[src/rtl/mips_pkg.sv]
// Shared encodings and default widths for the memory arbiter.
package mips_pkg;

    localparam int unsigned DEF_AW = 32;
    localparam int unsigned DEF_DW = 32;

    typedef enum logic [1:0] {
        ST_IDLE = 2'd0,
        ST_BUSY = 2'd1,
        ST_RESP = 2'd2
    } state_e;

    typedef enum logic [1:0] {
        OWN_NONE = 2'd0,
        OWN_I    = 2'd1,
        OWN_D    = 2'd2
    } owner_e;

endpackage

[src/rtl/mem_arb_pick.sv]
// Combinational grant decision: D beats I unless the fairness force is raised
// while I is pending.
module mem_arb_pick
    import mips_pkg::*;
(
    input  logic   i_req_i,
    input  logic   d_req_i,
    input  logic   i_force_i,
    output owner_e pick_o
);

    // Pick the next owner from the current requests.
    always_comb begin
        pick_o = OWN_NONE;
        if (d_req_i && !(i_force_i && i_req_i)) begin
            pick_o = OWN_D;
        end else if (i_req_i) begin
            pick_o = OWN_I;
        end
    end

endmodule

[src/rtl/mem_arbiter.sv]
// Arbitrates one single-ported, variable-latency memory between the fetch
// (I) and load/store (D) ports, one transaction at a time.
// Optional feature: define MEM_ARB_FAIR_EN to cap consecutive D grants at
// MAX_D_STREAK while I is waiting.
module mem_arbiter
    import mips_pkg::*;
#(
    parameter int unsigned AW           = DEF_AW,
    parameter int unsigned DW           = DEF_DW,
    parameter int unsigned MAX_D_STREAK = 4
) (
    input  logic            clk,
    input  logic            rst,
    input  logic            i_req,
    input  logic [AW-1:0]   i_addr,
    output logic [DW-1:0]   i_rdata,
    output logic            i_ack,
    input  logic            d_req,
    input  logic            d_we,
    input  logic [AW-1:0]   d_addr,
    input  logic [DW-1:0]   d_wdata,
    input  logic [DW/8-1:0] d_be,
    output logic [DW-1:0]   d_rdata,
    output logic            d_ack,
    output logic            mem_req,
    output logic            mem_we,
    output logic [AW-1:0]   mem_addr,
    output logic [DW-1:0]   mem_wdata,
    output logic [DW/8-1:0] mem_be,
    input  logic [DW-1:0]   mem_rdata,
    input  logic            mem_done
);

    localparam int unsigned BW = DW / 8;

    state_e          state_q, state_d;
    owner_e          owner_q, owner_d;
    logic            mem_req_q, mem_req_d;
    logic            mem_we_q, mem_we_d;
    logic [AW-1:0]   mem_addr_q, mem_addr_d;
    logic [DW-1:0]   mem_wdata_q, mem_wdata_d;
    logic [BW-1:0]   mem_be_q, mem_be_d;
    logic [DW-1:0]   i_rdata_q, i_rdata_d;
    logic [DW-1:0]   d_rdata_q, d_rdata_d;
    logic            i_ack_q, i_ack_d;
    logic            d_ack_q, d_ack_d;

    logic            i_force;
    owner_e          pick;

    mem_arb_pick u_pick (
        .i_req_i   (i_req),
        .d_req_i   (d_req),
        .i_force_i (i_force),
        .pick_o    (pick)
    );

`ifdef MEM_ARB_FAIR_EN
    localparam int unsigned SW = $clog2(MAX_D_STREAK + 1);

    logic [SW-1:0] streak_q, streak_d;

    assign i_force = (streak_q >= SW'(MAX_D_STREAK));

    // Count D grants that starved a pending I; any other grant restarts the count.
    always_comb begin
        streak_d = streak_q;
        if (state_q == ST_IDLE) begin
            case (pick)
                OWN_I:   streak_d = '0;
                OWN_D:   begin
                    if (!i_req) begin
                        streak_d = '0;
                    end else if (streak_q < SW'(MAX_D_STREAK)) begin
                        streak_d = streak_q + SW'(1);
                    end
                end
                default: ;
            endcase
        end
    end

    // Streak counter register.
    always_ff @(posedge clk) begin
        if (rst) begin
            streak_q <= '0;
        end else begin
            streak_q <= streak_d;
        end
    end
`else
    assign i_force = 1'b0;
`endif

    // Next-state and registered-output logic for IDLE -> BUSY -> RESP.
    always_comb begin
        state_d     = state_q;
        owner_d     = owner_q;
        mem_req_d   = mem_req_q;
        mem_we_d    = mem_we_q;
        mem_addr_d  = mem_addr_q;
        mem_wdata_d = mem_wdata_q;
        mem_be_d    = mem_be_q;
        i_rdata_d   = i_rdata_q;
        d_rdata_d   = d_rdata_q;
        i_ack_d     = 1'b0;
        d_ack_d     = 1'b0;

        case (state_q)
            ST_IDLE: begin
                case (pick)
                    OWN_D: begin
                        mem_req_d   = 1'b1;
                        mem_we_d    = d_we;
                        mem_addr_d  = d_addr;
                        mem_wdata_d = d_wdata;
                        mem_be_d    = d_be;
                        owner_d     = OWN_D;
                        state_d     = ST_BUSY;
                    end
                    OWN_I: begin
                        mem_req_d  = 1'b1;
                        mem_we_d   = 1'b0;
                        mem_addr_d = i_addr;
                        mem_be_d   = '1;
                        owner_d    = OWN_I;
                        state_d    = ST_BUSY;
                    end
                    default: ;
                endcase
            end
            ST_BUSY: begin
                if (mem_done) begin
                    mem_req_d = 1'b0;
                    state_d   = ST_RESP;
                    // Stores leave the owner's read data untouched.
                    if (owner_q == OWN_I) begin
                        i_ack_d = 1'b1;
                        if (!mem_we_q) begin
                            i_rdata_d = mem_rdata;
                        end
                    end else if (owner_q == OWN_D) begin
                        d_ack_d = 1'b1;
                        if (!mem_we_q) begin
                            d_rdata_d = mem_rdata;
                        end
                    end
                end
            end
            ST_RESP: begin
                state_d = ST_IDLE;
                owner_d = OWN_NONE;
            end
            default: begin
                state_d = ST_IDLE;
                owner_d = OWN_NONE;
            end
        endcase
    end

    // State and output registers with synchronous reset.
    always_ff @(posedge clk) begin
        if (rst) begin
            state_q     <= ST_IDLE;
            owner_q     <= OWN_NONE;
            mem_req_q   <= 1'b0;
            mem_we_q    <= 1'b0;
            mem_addr_q  <= '0;
            mem_wdata_q <= '0;
            mem_be_q    <= '0;
            i_rdata_q   <= '0;
            d_rdata_q   <= '0;
            i_ack_q     <= 1'b0;
            d_ack_q     <= 1'b0;
        end else begin
            state_q     <= state_d;
            owner_q     <= owner_d;
            mem_req_q   <= mem_req_d;
            mem_we_q    <= mem_we_d;
            mem_addr_q  <= mem_addr_d;
            mem_wdata_q <= mem_wdata_d;
            mem_be_q    <= mem_be_d;
            i_rdata_q   <= i_rdata_d;
            d_rdata_q   <= d_rdata_d;
            i_ack_q     <= i_ack_d;
            d_ack_q     <= d_ack_d;
        end
    end

    assign mem_req   = mem_req_q;
    assign mem_we    = mem_we_q;
    assign mem_addr  = mem_addr_q;
    assign mem_wdata = mem_wdata_q;
    assign mem_be    = mem_be_q;
    assign i_rdata   = i_rdata_q;
    assign d_rdata   = d_rdata_q;
    assign i_ack     = i_ack_q;
    assign d_ack     = d_ack_q;

endmodule

[config.mk]
export PLATFORM = sky130hd
export DESIGN_NAME = mem_arbiter
export DESIGN_NICKNAME = d
export VERILOG_FILES = /design/src/rtl/mips_pkg.sv /design/src/rtl/mem_arb_pick.sv /design/src/rtl/mem_arbiter.sv
export SDC_FILE = /design/constraint.sdc
export NUM_CORES = 1
export LEC_CHECK = 0
export BUFFER_PORTS_ARGS = -buffer_cell sky130_fd_sc_hd__buf_2
export CAP_MARGIN = 20
export CORE_MARGIN = 10
export CORE_UTILIZATION = 49
export DETAILED_ROUTE_END_ITERATION = 16
export GPL_ROUTABILITY_DRIVEN = 0
export HOLD_SLACK_MARGIN = 0.06
export PLACE_DENSITY = 0.88
export SETUP_SLACK_MARGIN = 0.02
export SYNTH_ARGS = -nofsm -noshare
export SYNTH_HDL_FRONTEND = slang
export SYNTH_SLANG_ARGS = --single-unit
[constraint.sdc]
create_clock -name clk -period 4.3 [get_ports clk]
set_input_delay 0.43 -clock clk [delete_from_list [all_inputs] [get_ports clk]]
set_output_delay 0.43 -clock clk [all_outputs]
set_load 0.005 [all_outputs]
**Word level (Yosys, flattened, before mapping)**

Cells that the tools add are included.

- Bits in registers: 140
- Logic and storage cells: 51
- Input bits: 138

- Equality and inequality tests: 8
- Reduce and logical (&&, ||, !) cells: 13
- Bitwise logic cells: 4
- Mux-type cells: 15

Operators with widths:

| cell | count |
|---|---|
| case mux 32 bit (2 select lines) | 1 |
| case mux 2 bit (2 select lines) | 3 |
| case mux 4 bit (2 select lines) | 1 |
| AND reduction 2 bit | 4 |
| equality test 2 x 1 -> 1 bit (second input constant) | 3 |
| 2-to-1 mux 2 bit | 3 |
| 2-to-1 mux 1 bit | 5 |
| AND reduction 5 bit | 1 |
| equality test 2 bit (second input constant) | 2 |
| != test 2 bit (second input constant) | 2 |
| inverter 1 bit | 4 |
| case mux 1 bit (2 select lines) | 2 |
| AND reduction 4 bit | 1 |
| nonzero test 2 bit | 2 |
| OR reduction 4 bit | 1 |
| != test 3 x 1 -> 1 bit (second input constant) | 1 |
| AND reduction 3 bit | 1 |
| OR reduction 3 bit | 1 |
| logical NOT 2 bit | 1 |
| OR reduction 2 bit | 1 |

**Logic depth before layout (Yosys ltp)**

Gate-level depths: netlist of the first run.

- Word-level depth: 6
- Mapped depth: 6

**By module**

From an unflattened synthesis of the first run, not the netlist that was laid out.

- Cell total of the unflattened synthesis: 584
- Area total of the unflattened synthesis: 5667.9 um2

By module, submodules not included:

| module | area an instance (um2) | times used | cells each | seq. area each (um2) |
|---|---|---|---|---|
| mem_arbiter | 5649.2 | 1 | 581 | 2802.7 |
| mem_arb_pick | 18.8 | 1 | 3 | 0.0 |

**Least setup slack after synthesis of the first run**

Ideal clock, no wire load.

- Kind: input port to flip-flop
- From: input port i_req
- To: register mem_addr_q[21] (netlist: mem_addr[21])
- Setup time: 0.091 ns
- Stages: 6
- Required time: 4.209 ns
- Buffers on the path: 3
- Setup slack: 2.736 ns
- Arrival time: 1.473 ns
- Path through: clkbuf_1 > nor2b_1 > buf_2 > buf_2 > nand2_1 > a311oi_1

- Longest elaborated chain between the ends: 5
- Elaborated cells on any way between the ends: 7
- Those cells by class: 2 x eq/ne; 3 x mux; 2 x reduce/logical

Ends and longest elaborated chain:

| element | line | RTL |
|---|---|---|
| start, declared | mem_arbiter.sv:14 | `input logic i_req,` |
| 2-to-1 mux 1 bit (*) | mem_arb_pick.sv:17 | `end else if (i_req_i) begin` |
| 2-to-1 mux 2 bit (*) | mem_arb_pick.sv:15 | `if (d_req_i && !(i_force_i && i_req_i)) begin` |
| equality test 2 x 1 -> 1 bit / equality test 2 bit (equally long branches) | mem_arbiter.sv:111 | `case (pick)` |
| nonzero test 2 bit (no line) | - |  |
| AND reduction 2 bit (no line) | - |  |
| end signal, assigned | mem_arbiter.sv:180 | `mem_addr_q <= mem_addr_d;` |
| end, declared | mem_arbiter.sv:40 | `logic [AW-1:0] mem_addr_q, mem_addr_d;` |

Every way passes the cells marked *; elsewhere a longest branch is shown, timed or not.
A chain may end at the register's enable or synchronous reset.

**Worst setup path in the final report of the first run**

- From: register state_q[0]
- To: register i_rdata_q[12] (netlist: i_rdata[12])

- Longest elaborated chain between the ends: 2

Ends and longest elaborated chain:

| element | line | RTL |
|---|---|---|
| start, declared | mem_arbiter.sv:36 | `state_e state_q, state_d;` |
| start signal, assigned | mem_arbiter.sv:176 | `state_q <= state_d;` |
| equality test 2 x 1 -> 1 bit | mem_arbiter.sv:109 | `case (state_q)` |
| AND reduction 4 bit (no line) | - |  |
| end signal, assigned | mem_arbiter.sv:183 | `i_rdata_q <= i_rdata_d;` |
| end, declared | mem_arbiter.sv:43 | `logic [DW-1:0] i_rdata_q, i_rdata_d;` |

Every way passes these cells.

==> impl_metrics.toml, run 1 <==
[drt]
vias = 5218
dr.pass1.iters = 4
drc = 0
routed_wl_mm = 16.82
drtAntennaViolNets = 0
wire_per_inst_um = 16.62
drt-initial-drc-count = 345
vias_per_cell = 5.156

[logic_synthesis]
syn_area_mm2 = 0.005370
synth.yosys.seq_area_share_pct = 52.19
synth_top_cells_by_count = "nand2_1, dfxtp_1, a21oi_1"
synth_area_leaders = "dfxtp_1, nand2_1, mux2i_1, a21oi_1, a311oi_1"
yosysMostFrequentCell = "nand2_1"
synthesis.nets = 748
ys.warnings.count = 0
synthDistinctLibCells = 30
synth_top_area_cell = "dfxtp_1"
syn_inst = 610
syn_avg_cell_area_um2 = 8.804
synth_flop_cell = "dfxtp_1"
synthArstFlopShare_pct = 0
synth_seq_cells = 140
synth-edff-count = 0
yosys.area.top_type_share_pct = 52.19

[layout]
fin_nets = 997
drive_gt1_share_pct = 37.31
instances_no_fill = 1012
area_growth_pct = 37.12
stdcell_area_mm2 = 0.007363
final_util_pct = 68.22

[clocking]
clk_latency_ns = 0.52
ctsHoldBuffers = 0
clockBufferDepth = 2
cts_made_buffers = 17
cts_tree = "done"
path_clk_slew_ns = 0.06
cts-htree-levels = 4
clock_sinks = 140
root_buffer = "clkbuf_8"
post_cts_resized = 0
cts_setup_buffers = 0

[floorplan]
std_cell_rows = 38
die_h_um = 124.7
coreArea_mm2 = 0.01079
initial_core_util_pct = 49.76
dieWidth_um = 124.7
die-area_mm2 = 0.01555
pin_count = 274

[power]
internal_power_mw = 2.414
seqPwrFrac_pct = 44.1
comb_power_share_pct = 11.6
total_power_mw = 3.186
p_per_area_mw_per_mm2 = 432.7
pwr-share-clk_pct = 44.3
p_leak_nw = 3.671
netSwitchingFraction_pct = 24.21
max-vdd-ir-drop_mv = 0.3048
switchingPower_mw = 0.7713

[placed_design]
placedCellCount = 978
portBuffers = 273
dpl.hpwl_mm = 12.54
placed_cell_area_mm2 = 0.006741

[sta]
skew_ns = 0.008585
fmax_mhz = 444.8
hold_viol = 0
setup_tns_ns = 0
slew_headroom_pct = 30.89
slew_viol_final = 0
setup_viol_count_final = 0
worst_slew_pin_slew_ns = 1.033
rsz0062_at_grt = "false"
post-route-min-period_ns = 2.248
period_share_pct = 52.29

[critical_path]
setup.worst_path.start_class = "flop"
r2r_end = "i_rdata[12]"
slowest_stage = "nor3_4"
path_buf_inv = 1
rrSetupSlack_ns = 2.05
timing.rr.start = "state_q[0]"
worstPathArrival_ns = 2.69
end_kind = "flop"
critPathKind = "flop to flop"
slowest_delay_ns = 0.81
reg2regPathDepth = 4
critPathMaxFanout = 17
crit_chain = "nand3b_4, nor3_4, buf_4, mux2i_1"
worstPathRequired_ns = 4.74
critPathTopFamily = "simple AND/OR/NAND/NOR gates"

[global_routing]
grt_pass1_vias = 5112
overflow = 0
grt_max_degree = 70
grt_pass1_wl_mm = 25.88
antenna_found_initial = 2
grt_usage_pct = 20.27

[hold_path]
min_from = "d_wdata[29]"
hold_depth = 3
min_path_type = "input pin to flop"
min_to = "mem_wdata[29]"

[job]
maxCapViolations = 0

[outcome]
status = "complete, no violations"
power by group through the flow:
stage	registers, mW	clock network [mW]	logic [mW]
2_1_floorplan	1.44	0	0.189
3_3_place_gp	1.43	0	0.367
3_5_place_dp	1.43	0	0.371
4_1_cts	1.41	1.44	0.372
5_1_grt	1.41	1.50	0.409
6_report	1.41	1.41	0.368
cells by family after synthesis:
family	count (synthesis)	share of synthesized area, %
and+or+nand+nor	247	18.62
buffers and inverters	53	4.520
muxes	64	11.93
DFF	140	52.19
AOI/OAI and AO/OA	106	12.74
cells in the final DEF, fill, tap and decap left out, types with 2 or more instances in the layout:
cell / synthesis / routed
clkinv_2: 0 / 3
clkbuf_16: 0 / 16
clkbuf_8: 0 / 5
a311oi_1: 28 / 28
or2_2: 2 / 2
bufinv_16: 0 / 2
nor3_1: 2 / 2
nand2b_1: 3 / 3
o21ai_0: 4 / 4
clkinvlp_4: 0 / 3
mux2i_1: 64 / 64
a21oi_1: 65 / 65
buf_2: 14 / 273
a32o_1: 4 / 4
buf_4: 1 / 6
nand2_1: 225 / 225
o221a_2: 2 / 2
nor2_1: 5 / 3
dfxtp_1: 140 / 140
clkinv_4: 0 / 2
o221a_1: 2 / 2
nor2_2: 0 / 2
worst max path at each step:
stage,from,slack (ns),cells after the start,to
2_1_floorplan,i_req,2.74,6,mem_addr[21]
3_3_place_gp,mem_done,2.07,4,d_rdata[2]
3_5_place_dp,state_q[0],2.02,3,d_rdata[12]
4_1_cts,state_q[0],2.00,3,d_rdata[12]
5_1_grt,state_q[0],1.88,4,i_rdata[8]
6_report,state_q[0],2.05,4,i_rdata[12]
area by class of cell:
cell class,instances,area [um^2]
Fill cell,891,3430
Sequential cell,140,2803
Multi-Input combinational cell,417,2345
Timing Repair Buffer,281,1446
Clock buffer,21,469.2
Tap cell,140,175.2
Clock inverter,10,115.1
Inverter,2,7.507
Antenna cell,1,2.502
sequential cells by signal, indices dropped and copies added, names as in the netlist:
register,flops
d_ack,1
state_q,2
mem_we,1
mem_req,1
i_rdata,32
owner_q,2
mem_wdata,32
d_rdata,32
i_ack,1
mem_be,4
mem_addr,32
stage by stage:
stage	hold slack [ns]	setup slack [ns]
CTS	0.1100	1.998
finish	0.1429	2.052
floorplan	0.4409	2.736
detailed placement	0.4432	2.016
global route	0.1235	1.880
global placement	0.4390	2.071
metal layers:
metal,up-vias,global-route usage [%],part of all wire [%]
li1,2562,-,-
met1,2414,21.17,37
met2,219,33.34,50
met3,23,10.68,12
met4,0,8.636,1.9
met5,-,0,0
worst reg2reg max path, stage by stage (launching register included):
cell      delay (ns)
dfxtp_1         0.53
nand3b_4        0.17
nor3_4          0.81
buf_4           0.44
mux2i_1         0.24
(Power assumes the default switching activity.)
==> run 2, diff against run 1 <==
--- a/config.mk
+++ b/config.mk
@@ -8,11 +8,11 @@
 export BUFFER_PORTS_ARGS = -buffer_cell sky130_fd_sc_hd__buf_2
 export CAP_MARGIN = 20
 export CORE_MARGIN = 10
-export CORE_UTILIZATION = 49
+export CORE_UTILIZATION = 45
 export DETAILED_ROUTE_END_ITERATION = 16
 export GPL_ROUTABILITY_DRIVEN = 0
 export HOLD_SLACK_MARGIN = 0.06
-export PLACE_DENSITY = 0.88
+export PLACE_DENSITY = 0.82
 export SETUP_SLACK_MARGIN = 0.02
 export SYNTH_ARGS = -nofsm -noshare
 export SYNTH_HDL_FRONTEND = slang
==> constraint.sdc (replaced) <==
create_clock -name clk -period 2.2 [get_ports clk]
set_input_delay 0.22 -clock clk [delete_from_list [all_inputs] [get_ports clk]]
set_output_delay 0.22 -clock clk [all_outputs]
set_load 0.005 [all_outputs]
==> run 2 against run 1 <==
  * Maximum frequency up 7.1%
  * Flip-flop and latch count unchanged
  * Non-clock buffer count up 80
  * Die area up 7.4%
  * Critical path depth up 1
  * Utilization up 3.1 points
  * Sequential share of layout area down 4.1 points
  * Global-route usage up 2.5 points
  * Clock-buffer cell count down 4
  * Clock power up 130%
  * Critical path type unchanged
  * Critical endpoint is now mem_addr[21]
==> impl_metrics.toml, run 2 (synthesis results as in run 1) <==
[sta]
period_share_pct = 95.39
whs_ns = 0.07714
rsz0062_at_grt = "false"
post-route-min-period_ns = 2.099
hold_viol = 0
setup_tns_ns = 0
slew_headroom_pct = 60.99
slew_viol_final = 0
fmax_mhz = 476.5
worst_slew_pin_slew_ns = 0.5851
setup_viol_count_final = 0
skew_ns = 0.008154

[floorplan]
die_h_um = 129.2
die-area_mm2 = 0.01670
std_cell_rows = 39
pin_count = 274
coreArea_mm2 = 0.01156
initial_core_util_pct = 46.44
dieWidth_um = 129.2

[drt]
drc = 0
vias = 5734
dr.pass1.iters = 5
drt-initial-drc-count = 367
vias_per_cell = 5.227
drtAntennaViolNets = 0
wire_per_inst_um = 18.13
routed_wl_mm = 19.88

[global_routing]
grt_pass1_wl_mm = 30.08
grt_usage_pct = 22.72
grt_pass1_vias = 5825
grt_max_degree = 82
overflow = 0
antenna_found_initial = 2

[power]
p_per_area_mw_per_mm2 = 835.4
internal_power_mw = 5.238
seqPwrFrac_pct = 40.0
p_leak_nw = 4.071
pwr-share-clk_pct = 46.9
switchingPower_mw = 1.652
comb_power_share_pct = 13.1
max-vdd-ir-drop_mv = 0.5649
netSwitchingFraction_pct = 23.98

[clocking]
clock_sinks = 140
path_clk_slew_ns = 0.06
cts_made_buffers = 17
cts_tree = "done"
clk_latency_ns = 0.41
post_cts_resized = 0
clockBufferDepth = 2
ctsHoldBuffers = 74
cts_setup_buffers = 0
root_buffer = "clkbuf_16"
cts-htree-levels = 4

[layout]
multiInputGateArea_mm2 = 0.002345
instances_no_fill = 1097
fillers = 798
seq_area_mm2 = 0.002803
stdcell_area_mm2 = 0.008247
final_cell_mix = "buf_2, nand2_1, dfxtp_1"
area_growth_pct = 53.56
final_util_pct = 71.31
drive_gt1_share_pct = 34.87
layout_commonest_cell = "buf_2"
fin_nets = 1077

[placed_design]
placedCellCount = 989
portBuffers = 273
dpl.hpwl_mm = 12.95
placed_cell_area_mm2 = 0.006830

[job]
maxCapViolations = 0

[critical_path]
critPathMaxFanout = 32
worstPathRequired_ns = 2.49
end_kind = "flop"
critPathKind = "flop to flop"
worstPathArrival_ns = 2.39
setup.worst_path.start_class = "flop"

[outcome]
status = "complete, no violations"

[hold_path]
min_path_type = "input pin to flop"
[run 2: cell types whose count changed in the layout (fill, tap and decap cells not counted), moves of 4 or more]
| cell | previous run | this run |
|---|---|---|
| dlygate4sd3_1 | 0 | 74 |
| buf_4 | 6 | 12 |
| bufinv_16 | 2 | 6 |
| clkbuf_8 | 5 | 0 |
[run 2: worst paths after layout]
check	startpoint	to	slack, ns	depth (start not counted)
max	state_q[0]	mem_addr[21]	0.10	5
min	d_be[1]	mem_be[1]	0.08	2
max reg2reg	state_q[0]	mem_addr[21]	0.10	5
min reg2reg	mem_wdata[19]	mem_wdata[19]	0.45	2
[run 2: critical path, cell delays in order (launching register included)]
cell           delay (ns)
dfxtp_1              0.41
or2_2                0.35
nor2_2               0.11
buf_4                0.33
a311oi_1             0.16
dlygate4sd3_1        0.61
[run 2: power by group through the flow]
stage / Sequential (mW) / Combinational [mW] / Clock (mW)
2_1_floorplan: 2.81 / 0.370 / 0
3_3_place_gp: 2.80 / 0.734 / 0
3_5_place_dp: 2.80 / 0.743 / 0
4_1_cts: 2.75 / 0.872 / 3.27
5_1_grt: 2.77 / 0.980 / 3.38
6_report: 2.75 / 0.901 / 3.23
[run 2: layer usage]
metal,vias to the layer above,routed length [um],global-route usage [%]
met5,-,0,0
met4,0,789,12.98
met3,59,2435,10.28
met2,330,9487,37.74
met1,2613,7172,23.48
li1,2732,-,-
[run 2: cell type report]
class / count / share of cell area [%]
timing repair buffer: 361 / 27.13
tap: 143 / 2.170
inverter: 2 / 0.09103
multi-input combinational: 417 / 28.43
antenna: 2 / 0.06069
sequential: 140 / 33.99
clock inverter: 15 / 2.974
clock buffer: 17 / 5.159
[run 2: stage by stage]
| step | setup slack [ns] | total power [mW] |
|---|---|---|
| global route | 0.04694 | 7.127 |
| floorplan | 0.6749 | 3.176 |
| CTS | 0.1743 | 6.892 |
| finish | 0.1014 | 6.889 |
| global placement | 0.2680 | 3.530 |
| detailed placement | 0.2111 | 3.545 |
